--- src/rtl/mem_arb_if.sv ---
// Port bundle for the two-requester memory arbiter: fetch, load/store and memory-side signals.
// The arbiter connects through the slave modport; the requesters and memory model use master.
interface mem_arb_if #(
  parameter int unsigned ADDR_W = 32,
  parameter int unsigned DATA_W = 32
);
  logic                  i_if_req;
  logic [ADDR_W-1:0]     i_if_addr;
  logic                  i_if_flush;
  logic                  o_if_gnt;
  logic                  o_if_rvalid;
  logic [DATA_W-1:0]     o_if_rdata;

  logic                  i_ls_req;
  logic                  i_ls_we;
  logic [ADDR_W-1:0]     i_ls_addr;
  logic [DATA_W-1:0]     i_ls_wdata;
  logic [DATA_W/8-1:0]   i_ls_be;
  logic                  o_ls_gnt;
  logic                  o_ls_rvalid;
  logic [DATA_W-1:0]     o_ls_rdata;

  logic                  o_mem_req;
  logic                  o_mem_we;
  logic [ADDR_W-1:0]     o_mem_addr;
  logic [DATA_W-1:0]     o_mem_wdata;
  logic [DATA_W/8-1:0]   o_mem_be;
  logic                  i_mem_ack;
  logic [DATA_W-1:0]     i_mem_rdata;

  logic                  o_stall_if;
  logic                  o_stall_ls;

  modport slave (
    input  i_if_req, i_if_addr, i_if_flush,
    output o_if_gnt, o_if_rvalid, o_if_rdata,
    input  i_ls_req, i_ls_we, i_ls_addr, i_ls_wdata, i_ls_be,
    output o_ls_gnt, o_ls_rvalid, o_ls_rdata,
    output o_mem_req, o_mem_we, o_mem_addr, o_mem_wdata, o_mem_be,
    input  i_mem_ack, i_mem_rdata,
    output o_stall_if, o_stall_ls
  );

  modport master (
    output i_if_req, i_if_addr, i_if_flush,
    input  o_if_gnt, o_if_rvalid, o_if_rdata,
    output i_ls_req, i_ls_we, i_ls_addr, i_ls_wdata, i_ls_be,
    input  o_ls_gnt, o_ls_rvalid, o_ls_rdata,
    input  o_mem_req, o_mem_we, o_mem_addr, o_mem_wdata, o_mem_be,
    output i_mem_ack, i_mem_rdata,
    input  o_stall_if, o_stall_ls
  );
endinterface

--- src/rtl/mem_arb.sv ---
// Single-port memory arbiter between instruction fetch and load/store, LS-priority with
// a starvation counter that lets fetch win once after STARVE_MAX consecutive losses.
module mem_arb #(
  parameter int unsigned ADDR_W     = 32,
  parameter int unsigned DATA_W     = 32,
  parameter int unsigned STARVE_MAX = 4
) (
  input  logic        i_clk,
  input  logic        i_rst,
  mem_arb_if.slave    bus_io
);

  localparam int unsigned BeW = DATA_W / 8;

  typedef enum logic {StIdle, StWait} state_e;

  state_e              state_q;
  logic                owner_ls_q;
  logic                drop_q;
  logic [3:0]          starve_q;
  logic                mem_req_q;
  logic                mem_we_q;
  logic [ADDR_W-1:0]   mem_addr_q;
  logic [DATA_W-1:0]   mem_wdata_q;
  logic [BeW-1:0]      mem_be_q;
  logic                if_rvalid_q;
  logic                ls_rvalid_q;
  logic [DATA_W-1:0]   if_rdata_q;
  logic [DATA_W-1:0]   ls_rdata_q;

  logic if_ok;
  logic starved;
  logic gnt_if;
  logic gnt_ls;
  logic ls_store;

  always_comb begin
    if_ok    = bus_io.i_if_req & ~bus_io.i_if_flush;
    starved  = (starve_q == 4'(STARVE_MAX));
    ls_store = bus_io.i_ls_we;
    gnt_if   = 1'b0;
    gnt_ls   = 1'b0;
    if (!i_rst && state_q == StIdle) begin
      if (if_ok && (!bus_io.i_ls_req || starved)) begin
        gnt_if = 1'b1;
      end else if (bus_io.i_ls_req) begin
        gnt_ls = 1'b1;
      end
    end
  end

  always_ff @(posedge i_clk) begin
    if (i_rst) begin
      state_q     <= StIdle;
      owner_ls_q  <= 1'b0;
      drop_q      <= 1'b0;
      starve_q    <= 4'd0;
      mem_req_q   <= 1'b0;
      mem_we_q    <= 1'b0;
      mem_addr_q  <= '0;
      mem_wdata_q <= '0;
      mem_be_q    <= '0;
      if_rvalid_q <= 1'b0;
      ls_rvalid_q <= 1'b0;
      if_rdata_q  <= '0;
      ls_rdata_q  <= '0;
    end else begin
      if_rvalid_q <= 1'b0;
      ls_rvalid_q <= 1'b0;
      case (state_q)
        StIdle: begin
          if (gnt_if || gnt_ls) begin
            state_q     <= StWait;
            owner_ls_q  <= gnt_ls;
            mem_req_q   <= 1'b1;
            mem_we_q    <= gnt_ls & ls_store;
            mem_addr_q  <= gnt_ls ? bus_io.i_ls_addr : bus_io.i_if_addr;
            mem_wdata_q <= (gnt_ls && ls_store) ? bus_io.i_ls_wdata : '0;
            mem_be_q    <= (gnt_ls && ls_store) ? bus_io.i_ls_be : '1;
            // Only an unflushed fetch that lost counts as starvation.
            if (gnt_if) begin
              starve_q <= 4'd0;
            end else if (if_ok && starve_q < 4'(STARVE_MAX)) begin
              starve_q <= starve_q + 4'd1;
            end
          end
        end
        StWait: begin
          if (!owner_ls_q && bus_io.i_if_flush) begin
            drop_q <= 1'b1;
          end
          if (bus_io.i_mem_ack) begin
            state_q     <= StIdle;
            drop_q      <= 1'b0;
            mem_req_q   <= 1'b0;
            mem_we_q    <= 1'b0;
            mem_addr_q  <= '0;
            mem_wdata_q <= '0;
            mem_be_q    <= '0;
            if (owner_ls_q) begin
              ls_rvalid_q <= 1'b1;
              ls_rdata_q  <= mem_we_q ? '0 : bus_io.i_mem_rdata;
            end else if (!(drop_q || bus_io.i_if_flush)) begin
              if_rvalid_q <= 1'b1;
              if_rdata_q  <= bus_io.i_mem_rdata;
            end
          end
        end
      endcase
    end
  end

  assign bus_io.o_if_gnt    = gnt_if;
  assign bus_io.o_ls_gnt    = gnt_ls;
  assign bus_io.o_if_rvalid = if_rvalid_q;
  assign bus_io.o_ls_rvalid = ls_rvalid_q;
  assign bus_io.o_if_rdata  = if_rdata_q;
  assign bus_io.o_ls_rdata  = ls_rdata_q;
  assign bus_io.o_mem_req   = mem_req_q;
  assign bus_io.o_mem_we    = mem_we_q;
  assign bus_io.o_mem_addr  = mem_addr_q;
  assign bus_io.o_mem_wdata = mem_wdata_q;
  assign bus_io.o_mem_be    = mem_be_q;
  assign bus_io.o_stall_if  = bus_io.i_if_req & ~if_rvalid_q;
  assign bus_io.o_stall_ls  = bus_io.i_ls_req & ~ls_rvalid_q;

endmodule

--- src/flat_wrapper.sv ---
// flat-port wrapper written by rule: the top's interface ports become plain ports
module mem_arb_flat 
#(
  parameter int unsigned ADDR_W     = 32,
  parameter int unsigned DATA_W     = 32,
  parameter int unsigned STARVE_MAX = 4
)
  (i_clk, i_rst, bus_io_i_if_req, bus_io_i_if_addr, bus_io_i_if_flush, bus_io_o_if_gnt, bus_io_o_if_rvalid, bus_io_o_if_rdata, bus_io_i_ls_req, bus_io_i_ls_we, bus_io_i_ls_addr, bus_io_i_ls_wdata, bus_io_i_ls_be, bus_io_o_ls_gnt, bus_io_o_ls_rvalid, bus_io_o_ls_rdata, bus_io_o_mem_req, bus_io_o_mem_we, bus_io_o_mem_addr, bus_io_o_mem_wdata, bus_io_o_mem_be, bus_io_i_mem_ack, bus_io_i_mem_rdata, bus_io_o_stall_if, bus_io_o_stall_ls);
  mem_arb_if #(.ADDR_W(ADDR_W), .DATA_W(DATA_W)) bus_io_i ();
  input  logic i_clk;
  input  logic i_rst;
  input wire logic [$bits(bus_io_i.i_if_req)-1:0] bus_io_i_if_req;
  input wire logic [$bits(bus_io_i.i_if_addr)-1:0] bus_io_i_if_addr;
  input wire logic [$bits(bus_io_i.i_if_flush)-1:0] bus_io_i_if_flush;
  output wire logic [$bits(bus_io_i.o_if_gnt)-1:0] bus_io_o_if_gnt;
  output wire logic [$bits(bus_io_i.o_if_rvalid)-1:0] bus_io_o_if_rvalid;
  output wire logic [$bits(bus_io_i.o_if_rdata)-1:0] bus_io_o_if_rdata;
  input wire logic [$bits(bus_io_i.i_ls_req)-1:0] bus_io_i_ls_req;
  input wire logic [$bits(bus_io_i.i_ls_we)-1:0] bus_io_i_ls_we;
  input wire logic [$bits(bus_io_i.i_ls_addr)-1:0] bus_io_i_ls_addr;
  input wire logic [$bits(bus_io_i.i_ls_wdata)-1:0] bus_io_i_ls_wdata;
  input wire logic [$bits(bus_io_i.i_ls_be)-1:0] bus_io_i_ls_be;
  output wire logic [$bits(bus_io_i.o_ls_gnt)-1:0] bus_io_o_ls_gnt;
  output wire logic [$bits(bus_io_i.o_ls_rvalid)-1:0] bus_io_o_ls_rvalid;
  output wire logic [$bits(bus_io_i.o_ls_rdata)-1:0] bus_io_o_ls_rdata;
  output wire logic [$bits(bus_io_i.o_mem_req)-1:0] bus_io_o_mem_req;
  output wire logic [$bits(bus_io_i.o_mem_we)-1:0] bus_io_o_mem_we;
  output wire logic [$bits(bus_io_i.o_mem_addr)-1:0] bus_io_o_mem_addr;
  output wire logic [$bits(bus_io_i.o_mem_wdata)-1:0] bus_io_o_mem_wdata;
  output wire logic [$bits(bus_io_i.o_mem_be)-1:0] bus_io_o_mem_be;
  input wire logic [$bits(bus_io_i.i_mem_ack)-1:0] bus_io_i_mem_ack;
  input wire logic [$bits(bus_io_i.i_mem_rdata)-1:0] bus_io_i_mem_rdata;
  output wire logic [$bits(bus_io_i.o_stall_if)-1:0] bus_io_o_stall_if;
  output wire logic [$bits(bus_io_i.o_stall_ls)-1:0] bus_io_o_stall_ls;
  assign bus_io_i.i_if_req = bus_io_i_if_req;
  assign bus_io_i.i_if_addr = bus_io_i_if_addr;
  assign bus_io_i.i_if_flush = bus_io_i_if_flush;
  assign bus_io_o_if_gnt = bus_io_i.o_if_gnt;
  assign bus_io_o_if_rvalid = bus_io_i.o_if_rvalid;
  assign bus_io_o_if_rdata = bus_io_i.o_if_rdata;
  assign bus_io_i.i_ls_req = bus_io_i_ls_req;
  assign bus_io_i.i_ls_we = bus_io_i_ls_we;
  assign bus_io_i.i_ls_addr = bus_io_i_ls_addr;
  assign bus_io_i.i_ls_wdata = bus_io_i_ls_wdata;
  assign bus_io_i.i_ls_be = bus_io_i_ls_be;
  assign bus_io_o_ls_gnt = bus_io_i.o_ls_gnt;
  assign bus_io_o_ls_rvalid = bus_io_i.o_ls_rvalid;
  assign bus_io_o_ls_rdata = bus_io_i.o_ls_rdata;
  assign bus_io_o_mem_req = bus_io_i.o_mem_req;
  assign bus_io_o_mem_we = bus_io_i.o_mem_we;
  assign bus_io_o_mem_addr = bus_io_i.o_mem_addr;
  assign bus_io_o_mem_wdata = bus_io_i.o_mem_wdata;
  assign bus_io_o_mem_be = bus_io_i.o_mem_be;
  assign bus_io_i.i_mem_ack = bus_io_i_mem_ack;
  assign bus_io_i.i_mem_rdata = bus_io_i_mem_rdata;
  assign bus_io_o_stall_if = bus_io_i.o_stall_if;
  assign bus_io_o_stall_ls = bus_io_i.o_stall_ls;
  mem_arb #(.ADDR_W(ADDR_W), .DATA_W(DATA_W), .STARVE_MAX(STARVE_MAX)) u_core (.i_clk(i_clk), .i_rst(i_rst), .bus_io(bus_io_i));
endmodule
--- config.mk ---
export PLATFORM = sky130hd
export DESIGN_NAME = mem_arb_flat
export DESIGN_NICKNAME = d
export VERILOG_FILES = /design/src/rtl/mem_arb_if.sv /design/src/rtl/mem_arb.sv /design/src/flat_wrapper.sv
export SDC_FILE = /design/constraint.sdc
export NUM_CORES = 1
export LEC_CHECK = 0
export BUFFER_PORTS_ARGS = -buffer_cell sky130_fd_sc_hd__buf_4
export CAP_MARGIN = 20
export CORE_MARGIN = 4
export CORE_UTILIZATION = 40
export DETAILED_ROUTE_END_ITERATION = 6
export MAX_ROUTING_LAYER = met4
export PLACE_DENSITY = 0.79
export SETUP_SLACK_MARGIN = 0.2
export SYNTH_ARGS = -nofsm -noshare
export SYNTH_HDL_FRONTEND = slang
export SYNTH_SLANG_ARGS = --single-unit
--- constraint.sdc ---
create_clock -name i_clk -period 1.68 [get_ports i_clk]
set_input_delay 0.168 -clock i_clk [delete_from_list [all_inputs] [get_ports i_clk]]
set_output_delay 0.168 -clock i_clk [all_outputs]
set_load 0.005 [all_outputs]
==> impl_metrics.csv, run 1 <==
group,metric,value,unit
yosys,synth_area_per_cell,9.99,um^2
yosys,syn_inst,499,
detailed_routing,wirelength_met1,8150,um
pwr,power,8.88,mW
cts,cts_sinks,143,
yosys,netlist_area,4980,um^2
timing,slew_violations,0,
final_layout,utilization,78.7,%
yosys,synth.distinct_cells,35,
detailed_routing,drcViolationCount,0,
critical_path,path_depth,4,
yosys,synth_nets,640,
global_route,grt_pass1_vias,6000,
cts,cts_root_buffer,"clkbuf_16",
critical_path,cp-start-kind,"flip-flop",
floorplan,die_h,120,um
timing,fmax,527,MHz
cts,cts-buffers-inserted,17,
worst_hold_path,min_path_type,"in2reg",
pwr,power.switching,2.08,mW
yosys,synth.area.top_cells,"dfxtp_1, a22o_1, nand2_1, a21oi_1, a22oi_1",
critical_path,r2r_setup_slack,-0.20,ns
detailed_routing,wl_met3,1890,um
critical_path,worstPathMaxFanout,4,
flow_run,cap_violations,0,
floorplan,dieArea,14300,um^2
timing,setup_slack,-0.217,ns
yosys,synth-seq-cells,143,
pwr,ir_worst_vdd,570,uV
detailed_routing,drtAntennaViolNets,0,
timing,tightest_slew,0.534,ns
global_route,grt_pass1_wl,32200,um
pwr,intPower,6.79,mW
global_route,overflow,0,
cts,cts_tree,"built",
pwr,combPwrFrac,14.3,%
cts,cts.clk_slew.worst_paths,0.05,ns
yosys,yosysWarnings,0,
detailed_routing,wl_met2,12000,um
pwr,p_leak,4.18,nW
yosys,yosysSeqAreaShare,57.4,%
critical_path,path_cells,"or4b_4, o21ba_4, buf_6, buf_6",
critical_path,cp-endpoint,"bus_io_o_if_gnt",
timing,hold_viol,0,
critical_path,crit_top_cell,"buf_6",
critical_path,r2r-start,"u_core.state_q$_SDFF_PP0_",
yosys,synth_most_common_cell,"dfxtp_1",
floorplan,rows,40,
critical_path,cp-startpoint,"u_core.state_q$_SDFF_PP0_",
detailed_routing,initialDrtViolationCount,389,
floorplan,core,12100,um^2
critical_path,path_class,"reg2out",
detailed_routing,post_drt_wl_per_cell,21.8,um
final_layout,drive_gt1_share,49.5,%
floorplan,ioPinCount,279,
yosys,synth-edff-count,0,
critical_path,critPathRequiredTime,1.51,ns
critical_path,arrival,1.73,ns
cts,cts_buffer_depth,2,
timing,period_share,113,%
global_route,grt_max_degree,46,
timing,rsz0062_at_grt,"yes",
yosys,synth_async_sr_flop_share,0,%
final_layout,final_nets,1017,
critical_path,worst_r2r_endpoint,"u_core.bus_io.o_mem_addr[21]$_SDFFE_PP0P_",
cts,htreeDepth,4,
detailed_routing,dr.pass1.iters,5,
floorplan,die_x,120,um
global_route,antenna_found_initial,0,
pwr,p_per_area,931,nW/um^2
place,io_buffers,278,
timing,final-setup-viol-count,102,
final_layout,antennaDiodeCount,0,
critical_path,cp_slowest_stage_delay,0.51,ns
yosys,yosys.area.top_type,"dfxtp_1",
critical_path,ff2ff_path_depth,7,
yosys,synth_common_cells,"dfxtp_1, nand2_1, a21oi_1, a22o_1, a22oi_1",
critical_path,end_kind,"output pin",
pwr,switching_share,23.5,%
final_layout,fin_cells,1056,
place,gp_congestion,0.821,
place,dpl.cell_count,926,
timing,min_period,1.90,ns
place,dpl.hpwl,12000,um
global_route,grt_usage,29.5,%
detailed_routing,num_vias,5796,
yosys,synth-main-ff-cell,"dfxtp_1",
detailed_routing,wl,23100,um
floorplan,start_util,41.1,%
critical_path,path_delay_family,"simple AND/OR/NAND/NOR gates",
detailed_routing,viasPerCell,5.49,
pwr,clkPwrFrac,45.2,%
yosys,synth_top_area_share,57.4,%
timing,relSlewSlack,64.4,%
pwr,p_seq_share,40.5,%
detailed_routing,top_layer,"met4",
critical_path,slowest_stage,"or4b_4",
final_layout,syn2layout_area_growth,91.3,%
outcome,violations,"negative setup slack",
critical_path,critPathBufInv,2,
timing,final.setup_skew,0.0103,ns
outcome,status,"complete, but fails checks",
cts,clkLatencyLatePin,0.42,ns
==> tightest hold or removal path, stage by stage <==
cell	delay, ns
buf_4	0.09
a22oi_2	0.05
a21oi_1	0.10
==> state kept, by name (all words and copies together) (netlist names) <==
| name | count |
|---|---|
| u_core.bus_io.o_if_rdata | 32 |
| u_core.bus_io.o_mem_req | 1 |
| u_core.drop_q | 1 |
| u_core.bus_io.o_mem_addr | 32 |
| u_core.bus_io.o_mem_we | 1 |
| u_core.state_q | 1 |
| u_core.bus_io.o_if_rvalid | 1 |
| u_core.bus_io.o_ls_rdata | 32 |
| u_core.bus_io.o_mem_wdata | 32 |
| u_core.starve_q | 4 |
| u_core.bus_io.o_ls_rvalid | 1 |
| u_core.owner_ls_q | 1 |
| u_core.bus_io.o_mem_be | 4 |
==> repair_timing <==
| action | 4_1_cts | 5_1_grt |
|---|---|---|
| gates resized for setup | 60 | 52 |
| pin swaps | 8 | 46 |
| endpoints found under the setup margin | 106 | 132 |
| cloned | 11 | 3 |
| hold buffers | 64 | 0 |
| setup buffers | 15 | 6 |
| endpoints found under the hold margin | 78 | 0 |
==> worst min-delay path by stage <==
stage                            from  slack, ns                                   endpoint  cells after the start
6_report         bus_io_i_if_addr[31]       0.03  u_core.bus_io.o_mem_addr[31]$_SDFFE_PP0P_                      3
3_5_place_dp   bus_io_i_mem_rdata[24]       0.39  u_core.bus_io.o_ls_rdata[24]$_SDFFE_PP0P_                      2
2_1_floorplan   bus_io_i_mem_rdata[0]       0.29   u_core.bus_io.o_ls_rdata[0]$_SDFFE_PP0P_                      1
4_1_cts           bus_io_i_if_addr[1]       0.01   u_core.bus_io.o_mem_addr[1]$_SDFFE_PP0P_                      3
3_3_place_gp    bus_io_i_mem_rdata[8]       0.39   u_core.bus_io.o_ls_rdata[8]$_SDFFE_PP0P_                      2
5_1_grt          bus_io_i_if_addr[31]       0.04  u_core.bus_io.o_mem_addr[31]$_SDFFE_PP0P_                      3
==> per-stage QoR <==
step                      hold WS [ns]  cell area [um^2]  setup TNS [ns]  setup slack (ns)
after CTS                      0.00966              9220           -3.37            -0.167
final                           0.0272              9530           -9.82            -0.217
after detailed placement         0.392              7340          -0.866           -0.0633
after floorplan                  0.294              5020          -0.543           -0.0242
after global placement           0.388              7340               0            0.0146
after global routing            0.0356              9530          -13.84            -0.235
==> layout make-up <==
cell class	instances	area, um^2
Sequential cell	143	2870
Tap cell	168	210
Inverter	4	15.0
Clock inverter	11	164
Multi-Input combinational cell	310	2170
Clock buffer	20	457
Timing Repair Buffer	400	3650
Fill cell	711	2580
==> power by group through the flow <==
stage	logic, mW	registers [mW]	clock network, mW
CTS	1.13	3.58	4.02
global placement	0.843	3.65	0
detailed placement	0.864	3.65	0
finish	1.27	3.59	4.01
global route	1.33	3.60	4.19
floorplan	0.302	3.65	0
==> layer usage <==
layer | global-route usage, % | vias to the layer above
met5 | - | -
met4 | 13.0 | 0
met3 | 7.16 | 76
met2 | 51.7 | 359
met1 | 31.6 | 2822
li1 | - | 2539
==> layout by cell type, fill, tap and decap left out, types with 3 or more instances in the layout <==
cell and n:
a22oi_1 8, nand2b_4 3, nand2_1 80, a22oi_2 24, a22o_1 68, nor2_1 7, bufinv_16 4, buf_16 9
buf_12 13, dlygate4sd3_1 64, buf_8 4, a21oi_2 5, nand2_2 19, a21oi_1 64, dfxtp_1 140, clkbuf_16 19
buf_6 20, nand2b_1 3, nor3_2 3, clkinv_2 4, buf_4 288
==> cells by family after synthesis <==
family                     share of synthesized area, %
muxes                                             0.201
and+or+nand+nor                                    11.2
AOI/OAI and AO/OA                                  25.5
adders and majority gates                         0.502
xor gates and xnor gates                          0.176
DFF                                                57.4
buffers and inverters                              4.97
No activity file was read; power rests on OpenSTA's default activity.
==> inputs of run 2 (changes only) <==
--- a/config.mk
+++ b/config.mk
@@ -8,11 +8,10 @@
 export BUFFER_PORTS_ARGS = -buffer_cell sky130_fd_sc_hd__buf_4
 export CAP_MARGIN = 20
 export CORE_MARGIN = 4
-export CORE_UTILIZATION = 40
+export CORE_UTILIZATION = 25
 export DETAILED_ROUTE_END_ITERATION = 6
 export MAX_ROUTING_LAYER = met4
-export PLACE_DENSITY = 0.79
-export SETUP_SLACK_MARGIN = 0.2
+export PLACE_DENSITY = 0.55
 export SYNTH_ARGS = -nofsm -noshare
 export SYNTH_HDL_FRONTEND = slang
 export SYNTH_SLANG_ARGS = --single-unit
==> run 2 against run 1 <==
Routed wire length down 18%. Sequential share of layout area up 1.7 points. Fmax up 2.4%. Via count down 12%. Critical path depth unchanged. The flow still finishes with violations (negative setup slack). Sequential power about the same.
==> impl_metrics.csv, run 2 (synthesized netlist as in run 1, its figures left out) <==
group,metric,value,unit
outcome,status,"complete, but fails checks",
outcome,violations,"negative setup slack",
floorplan,core,19500,um^2
cts,cts-buffers-inserted,17,
flow_run,cap_violations,0,
pwr,p_leak,3.91,nW
worst_hold_path,worstHoldStart,"bus_io_i_if_addr[30]",
detailed_routing,drcViolationCount,0,
global_route,use_met2,27.1,%
final_layout,syn2layout_area_growth,80.7,%
cts,cts_sinks,143,
global_route,grt-busiest-layer,"met2",
pwr,p_per_area,928,nW/um^2
floorplan,die_h,149,um
timing,setup_tns,-3.43,ns
critical_path,slowest_stage,"or4b_4",
timing,min_period,1.85,ns
critical_path,ff2ff_path_depth,6,
final_layout,final_nets,997,
cts,cts_root_buffer,"clkbuf_16",
critical_path,critPathRequiredTime,1.51,ns
critical_path,cp-startpoint,"u_core.state_q$_SDFF_PP0_",
critical_path,worst_r2r_endpoint,"u_core.bus_io.o_mem_addr[24]$_SDFFE_PP0P_",
global_route,grt_max_degree,60,
floorplan,dieArea,22300,um^2
final_layout,fin_cells,1134,
place,dpl.hpwl,12100,um
detailed_routing,drtAntennaViolNets,0,
global_route,grt_pass1_vias,5218,
global_route,grtUsageMet1,19.3,%
final_layout,seqCellArea,2870,um^2
critical_path,path_class,"reg2out",
final_layout,drive_gt1_share,42.6,%
floorplan,die_x,149,um
timing,slew_violations,0,
final_layout,utilization,46.1,%
critical_path,worstPathMaxFanout,2,
timing,rsz0062_at_grt,"yes",
final_layout,final_cell_mix,"buf_4, dfxtp_1, nand2_1",
pwr,ir_worst_vdd,654,uV
global_route,grt_usage,16.5,%
place,dpl.cell_count,1024,
place,dp_slack,-0.0194,ns
detailed_routing,viasPerCell,4.51,
critical_path,cp_slowest_stage_delay,0.51,ns
final_layout,antennaDiodeCount,0,
final_layout,layout_commonest_cell,"buf_4",
final_layout,multi_input_area,1960,um^2
place,io_buffers,278,
place,gp_congestion,0.736,
critical_path,r2r_setup_slack,-0.09,ns
global_route,overflow,0,
timing,tightest_slew,0.691,ns
critical_path,arrival,1.68,ns
final_layout,nFillCells,1890,
detailed_routing,wl,19000,um
timing,setup_slack,-0.171,ns
detailed_routing,initialDrtViolationCount,144,
cts,clkLatencyLatePin,0.41,ns
worst_hold_path,min_path_type,"in2reg",
timing,fmax,540,MHz
global_route,gr-usage-met3,4.98,%
cts,cts_buffer_depth,2,
floorplan,start_util,25.5,%
critical_path,r2r-start,"u_core.state_q$_SDFF_PP0_",
detailed_routing,num_vias,5109,
floorplan,rows,51,
worst_hold_path,worstHoldEndpoint,"u_core.bus_io.o_mem_addr[30]$_SDFFE_PP0P_",
critical_path,end_kind,"output pin",
cts,cts_tree,"built",
timing,hold_slack,0.0334,ns
timing,hold_viol,0,
global_route,antenna_found_initial,0,
worst_hold_path,hold_depth,3,
global_route,grt_pass1_wl,28100,um
critical_path,path_cells,"or4b_4, o21ba_4, buf_12, buf_6",
cts,htreeDepth,4,
timing,final-setup-viol-count,66,
detailed_routing,post_drt_wl_per_cell,16.7,um
timing,final.setup_skew,0.00987,ns
floorplan,ioPinCount,279,
critical_path,cp-start-kind,"flip-flop",
timing,period_share,110,%
timing,relSlewSlack,53.9,%
detailed_routing,dr.pass1.iters,5,
cts,cts.clk_slew.worst_paths,0.06,ns
run 2: how the worst max path moves through the flow:
stage                                                 to  slack [ns]
3_5_place_dp   u_core.bus_io.o_mem_addr[24]$_SDFFE_PP0P_       -0.02
2_1_floorplan     u_core.bus_io.o_mem_be[0]$_SDFFE_PP0P_       -0.03
4_1_cts                                  bus_io_o_if_gnt       -0.23
5_1_grt                                  bus_io_o_if_gnt       -0.23
6_report                                 bus_io_o_if_gnt       -0.17
3_3_place_gp                             bus_io_o_if_gnt        0.03
run 2: cell type report:
cell class	instances	area share (%)
repair buffers	379	36.2
multi-input cells	311	21.8
clock inverters	15	1.65
clock buffers	17	4.72
inverters	4	0.167
well taps	265	3.68
flip-flops and latches	143	31.8
run 2: per-layer routing:
metal	vias to the layer above	part of all wire, %	wire [um]
li1	2500	-	-
met1	2397	42	8030
met2	187	48	9130
met3	25	7.2	1370
met4	0	2.2	422
met5	-	0	0
run 2: through the flow:
stage | total power [mW] | area [um^2]
final | 8.36 | 9010
after global routing | 8.75 | 9010
after CTS | 8.49 | 8880
after detailed placement | 4.55 | 7510
after global placement | 4.55 | 7510
after floorplan | 3.95 | 4990
run 2: power by group:
group          switching (mW)  leakage [nW]  internal, mW
clock                    1.62         0.272          2.09
sequential             0.0692          1.16          3.51
combinational           0.435          2.48         0.647
total                    2.12          3.91          6.24
run 2: worst max-delay path: cells and delay by family (launching register included):
kind / cells / cell delay [ns]
AO/OA/AOI/OAI: 1 / 0.26
flip-flops: 1 / 0.32
AND/OR/NAND/NOR: 1 / 0.51
buffers and inverters: 2 / 0.18
run 2: what timing repair did:
action,4_1_cts,5_1_grt
setup buffers,6,2
setup endpoints to repair,11,99
resized for setup,15,6
hold buffers,64,0
hold endpoints to repair,91,0
pin swaps,7,2
cloned,3,4
==> inputs of run 3 (changes only) <==
--- a/config.mk
+++ b/config.mk
@@ -5,13 +5,14 @@
 export SDC_FILE = /design/constraint.sdc
 export NUM_CORES = 1
 export LEC_CHECK = 0
+export ABC_AREA = 1
 export BUFFER_PORTS_ARGS = -buffer_cell sky130_fd_sc_hd__buf_4
 export CAP_MARGIN = 20
 export CORE_MARGIN = 4
 export CORE_UTILIZATION = 25
 export DETAILED_ROUTE_END_ITERATION = 6
 export MAX_ROUTING_LAYER = met4
-export PLACE_DENSITY = 0.55
+export PLACE_DENSITY = 0.54
 export SYNTH_ARGS = -nofsm -noshare
 export SYNTH_HDL_FRONTEND = slang
 export SYNTH_SLANG_ARGS = --single-unit
==> run 3 against run 2 <==
The flow now finishes without violations. Largest cell class is now flip-flops and latches. Critical path depth is 5 higher. Final cell count is 19% higher. Highest routed layer unchanged. Count of clock-buffer cells in the layout is 2 higher. First-iteration DRC count is 74% higher.
==> impl_metrics.csv, run 3 <==
group,metric,value,unit
yosys,synth_most_common_cell,"nand2_1",
global_route,grt_pass1_vias,5876,
yosys,synth_xor_area_share,0.155,%
floorplan,rows,54,
timing,min_period,1.65,ns
critical_path,critPathBufInv,5,
global_route,gr-usage-met3,5.35,%
critical_path,path_cells,"inv_2, ha_4, nand2_2, inv_2, nand3_4, nand2_4, buf_12, inv_4, buf_6",
global_route,antenna_found_initial,0,
yosys,synth.distinct_cells,24,
critical_path,worstPathMaxFanout,2,
place,gp_congestion,0.813,
yosys,synth.area.top_cells,"dfxtp_1, nand2_1, a21oi_1, nand3_1, o21ai_0",
critical_path,end_kind,"output pin",
outcome,status,"complete, no violations",
global_route,use_met2,25.5,%
yosys,synth_async_sr_flop_share,0,%
yosys,yosys.area.top_type,"dfxtp_1",
yosys,synth-main-ff-cell,"dfxtp_1",
floorplan,dieArea,25100,um^2
yosys,synth_common_cells,"nand2_1, dfxtp_1, a21oi_1",
critical_path,slowest_stage,"dfxtp_2",
critical_path,arrival,1.49,ns
timing,tightest_slew,0.805,ns
final_layout,multi_input_area,2350,um^2
global_route,grtUsageMet1,19.6,%
detailed_routing,drtAntennaViolNets,0,
detailed_routing,num_vias,6044,
yosys,synth_top_family_by_area,"simple AND/OR/NAND/NOR gates",
timing,relSlewSlack,46.3,%
final_layout,layout_commonest_cell,"buf_4",
detailed_routing,viasPerCell,4.49,
global_route,grt-busiest-layer,"met2",
timing,setup_tns,0,ns
critical_path,path_delay_family,"buffers and inverters",
yosys,synth_area_per_cell,7.43,um^2
final_layout,seqCellArea,2870,um^2
timing,final-setup-viol-count,0,
cts,htreeDepth,4,
detailed_routing,post_drt_wl_per_cell,15.3,um
detailed_routing,wl,20500,um
floorplan,ioPinCount,279,
critical_path,critPathRequiredTime,1.51,ns
timing,hold_viol,0,
pwr,p_per_area,949,nW/um^2
critical_path,path_class,"reg2out",
cts,cts-buffers-inserted,17,
floorplan,die_x,159,um
cts,cts_buffer_depth,2,
timing,hold_slack,0.0201,ns
timing,period_share,98.4,%
pwr,power,8.53,mW
flow_run,cap_violations,0,
detailed_routing,initialDrtViolationCount,250,
floorplan,start_util,25.7,%
pwr,p_leak,4.13,nW
final_layout,syn2layout_area_growth,58.6,%
yosys,synth_nets,904,
yosys,synth.area.mux_share,0,%
critical_path,cp_slowest_stage_delay,0.32,ns
critical_path,r2r_setup_slack,0.09,ns
global_route,grt_pass1_wl,30900,um
yosys,yosysWarnings,0,
cts,cts_sinks,143,
global_route,grt_usage,16.1,%
yosys,yosysSeqAreaShare,50.5,%
timing,fmax,605,MHz
yosys,synth_compound_area_share,14.9,%
place,post_dp_cell_area,8040,um^2
detailed_routing,drcViolationCount,0,
final_layout,final_nets,1193,
yosys,synth_fa_ha_area_share,0.442,%
floorplan,die_h,159,um
pwr,ir_worst_vdd,583,uV
final_layout,final_area,8990,um^2
yosys,netlist_area,5670,um^2
final_layout,utilization,40.8,%
place,dpl.hpwl,13900,um
yosys,synth_top_area_share,50.5,%
floorplan,core,22000,um^2
final_layout,nFillCells,2308,
yosys,synth-seq-cells,143,
critical_path,cp-start-kind,"flip-flop",
worst_hold_path,min_path_type,"in2reg",
final_layout,drive_gt1_share,32.9,%
timing,final.setup_skew,0.0137,ns
timing,rsz0062_at_grt,"yes",
timing,slew_violations,0,
final_layout,antennaDiodeCount,0,
cts,cts_tree,"built",
cts,clkLatencyLatePin,0.42,ns
place,io_buffers,278,
yosys,syn_inst,763,
global_route,overflow,0,
cts,cts.clk_slew.worst_paths,0.06,ns
yosys,yosys.area_share.simple,25.3,%
yosys,synth-edff-count,0,
critical_path,crit_top_cell,"inv_2",
final_layout,final_cell_mix,"buf_4, nand2_1, dfxtp_1",
detailed_routing,dr.pass1.iters,4,
global_route,grt_max_degree,71,
cts,cts_root_buffer,"clkbuf_16",
-- run 3: cell types whose count changed after synthesis, sizes merged, moves of 5 or more --
| cell | delta |
|---|---|
| a21oi | +33 |
| a22o | -68 |
| a22oi | -32 |
| buf | +5 |
| clkbuf | +7 |
| inv | +55 |
| nand2 | +145 |
| nand2b | -5 |
| nand3 | +71 |
| nand4 | +6 |
| nor2 | +5 |
| nor3 | -5 |
| o21ai | +64 |
-- run 3: cell type report --
cell class / instances / share of cell area [%]
clock buffer: 19 / 5.04
clock inverter: 13 / 1.68
inverter: 59 / 2.52
multi-input combinational: 507 / 26.1
sequential: 143 / 31.9
tap: 280 / 3.90
timing repair buffer: 324 / 28.9
-- run 3: where the power goes --
group	leakage [nW]	switching [mW]	total, mW	internal [mW]
combinational	2.68	0.513	1.07	0.562
clock	0.284	1.59	3.89	2.30
sequential	1.16	0.0621	3.57	3.50
total	4.13	2.17	8.53	6.36
-- run 3: cells by family after synthesis --
logic type	after synthesis
AO/OA/AOI/OAI	167
XOR/XNOR	1
adder cells (fa/ha/maj)	2
buffers and inverters	113
flip-flops	143
AND/OR/NAND/NOR	337
-- run 3: per-stage QoR --
step / setup slack, ns / std cells
after global placement: 0.119 / 1283
after global routing: -0.0547 / 1345
after detailed placement: 0.0831 / 1283
final: 0.0262 / 1345
after floorplan: 0.204 / 763
after CTS: 0.00143 / 1345
-- run 3: per-layer routing --
| layer | up-vias | routed length, um |
|---|---|---|
| met5 | - | 0 |
| met4 | 0 | 258 |
| met3 | 18 | 1750 |
| met2 | 216 | 9420 |
| met1 | 2771 | 9080 |
| li1 | 3039 | - |
-- run 3: worst min-delay path: stages --
cell	delay (ns)
buf_4	0.08
nand2_1	0.05
a21oi_1	0.10
-- run 3: what timing repair did --
item / 4_1_cts / 5_1_grt
cloned: 1 / 0
setup buffers: 5 / 0
pin swaps: 2 / 2
gates resized for setup: 7 / 8
endpoints found under the hold margin: 24 / 0
hold buffers: 24 / 0
endpoints found under the setup margin: 2 / 33
-- run 3: worst paths after layout --
| path | startpoint | endpoint | depth (start not counted) |
|---|---|---|---|
| setup / recovery | u_core.starve_q[0]$_SDFFE_PP0P_ | bus_io_o_ls_gnt | 9 |
| setup reg to reg | u_core.starve_q[0]$_SDFFE_PP0P_ | u_core.bus_io.o_mem_addr[15]$_SDFFE_PP0P_ | 12 |
| hold reg to reg | u_core.bus_io.o_if_rdata[30]$_SDFFE_PP0P_ | u_core.bus_io.o_if_rdata[30]$_SDFFE_PP0P_ | 2 |
| hold / removal | bus_io_i_ls_wdata[14] | u_core.bus_io.o_mem_wdata[14]$_SDFFE_PP0P_ | 3 |
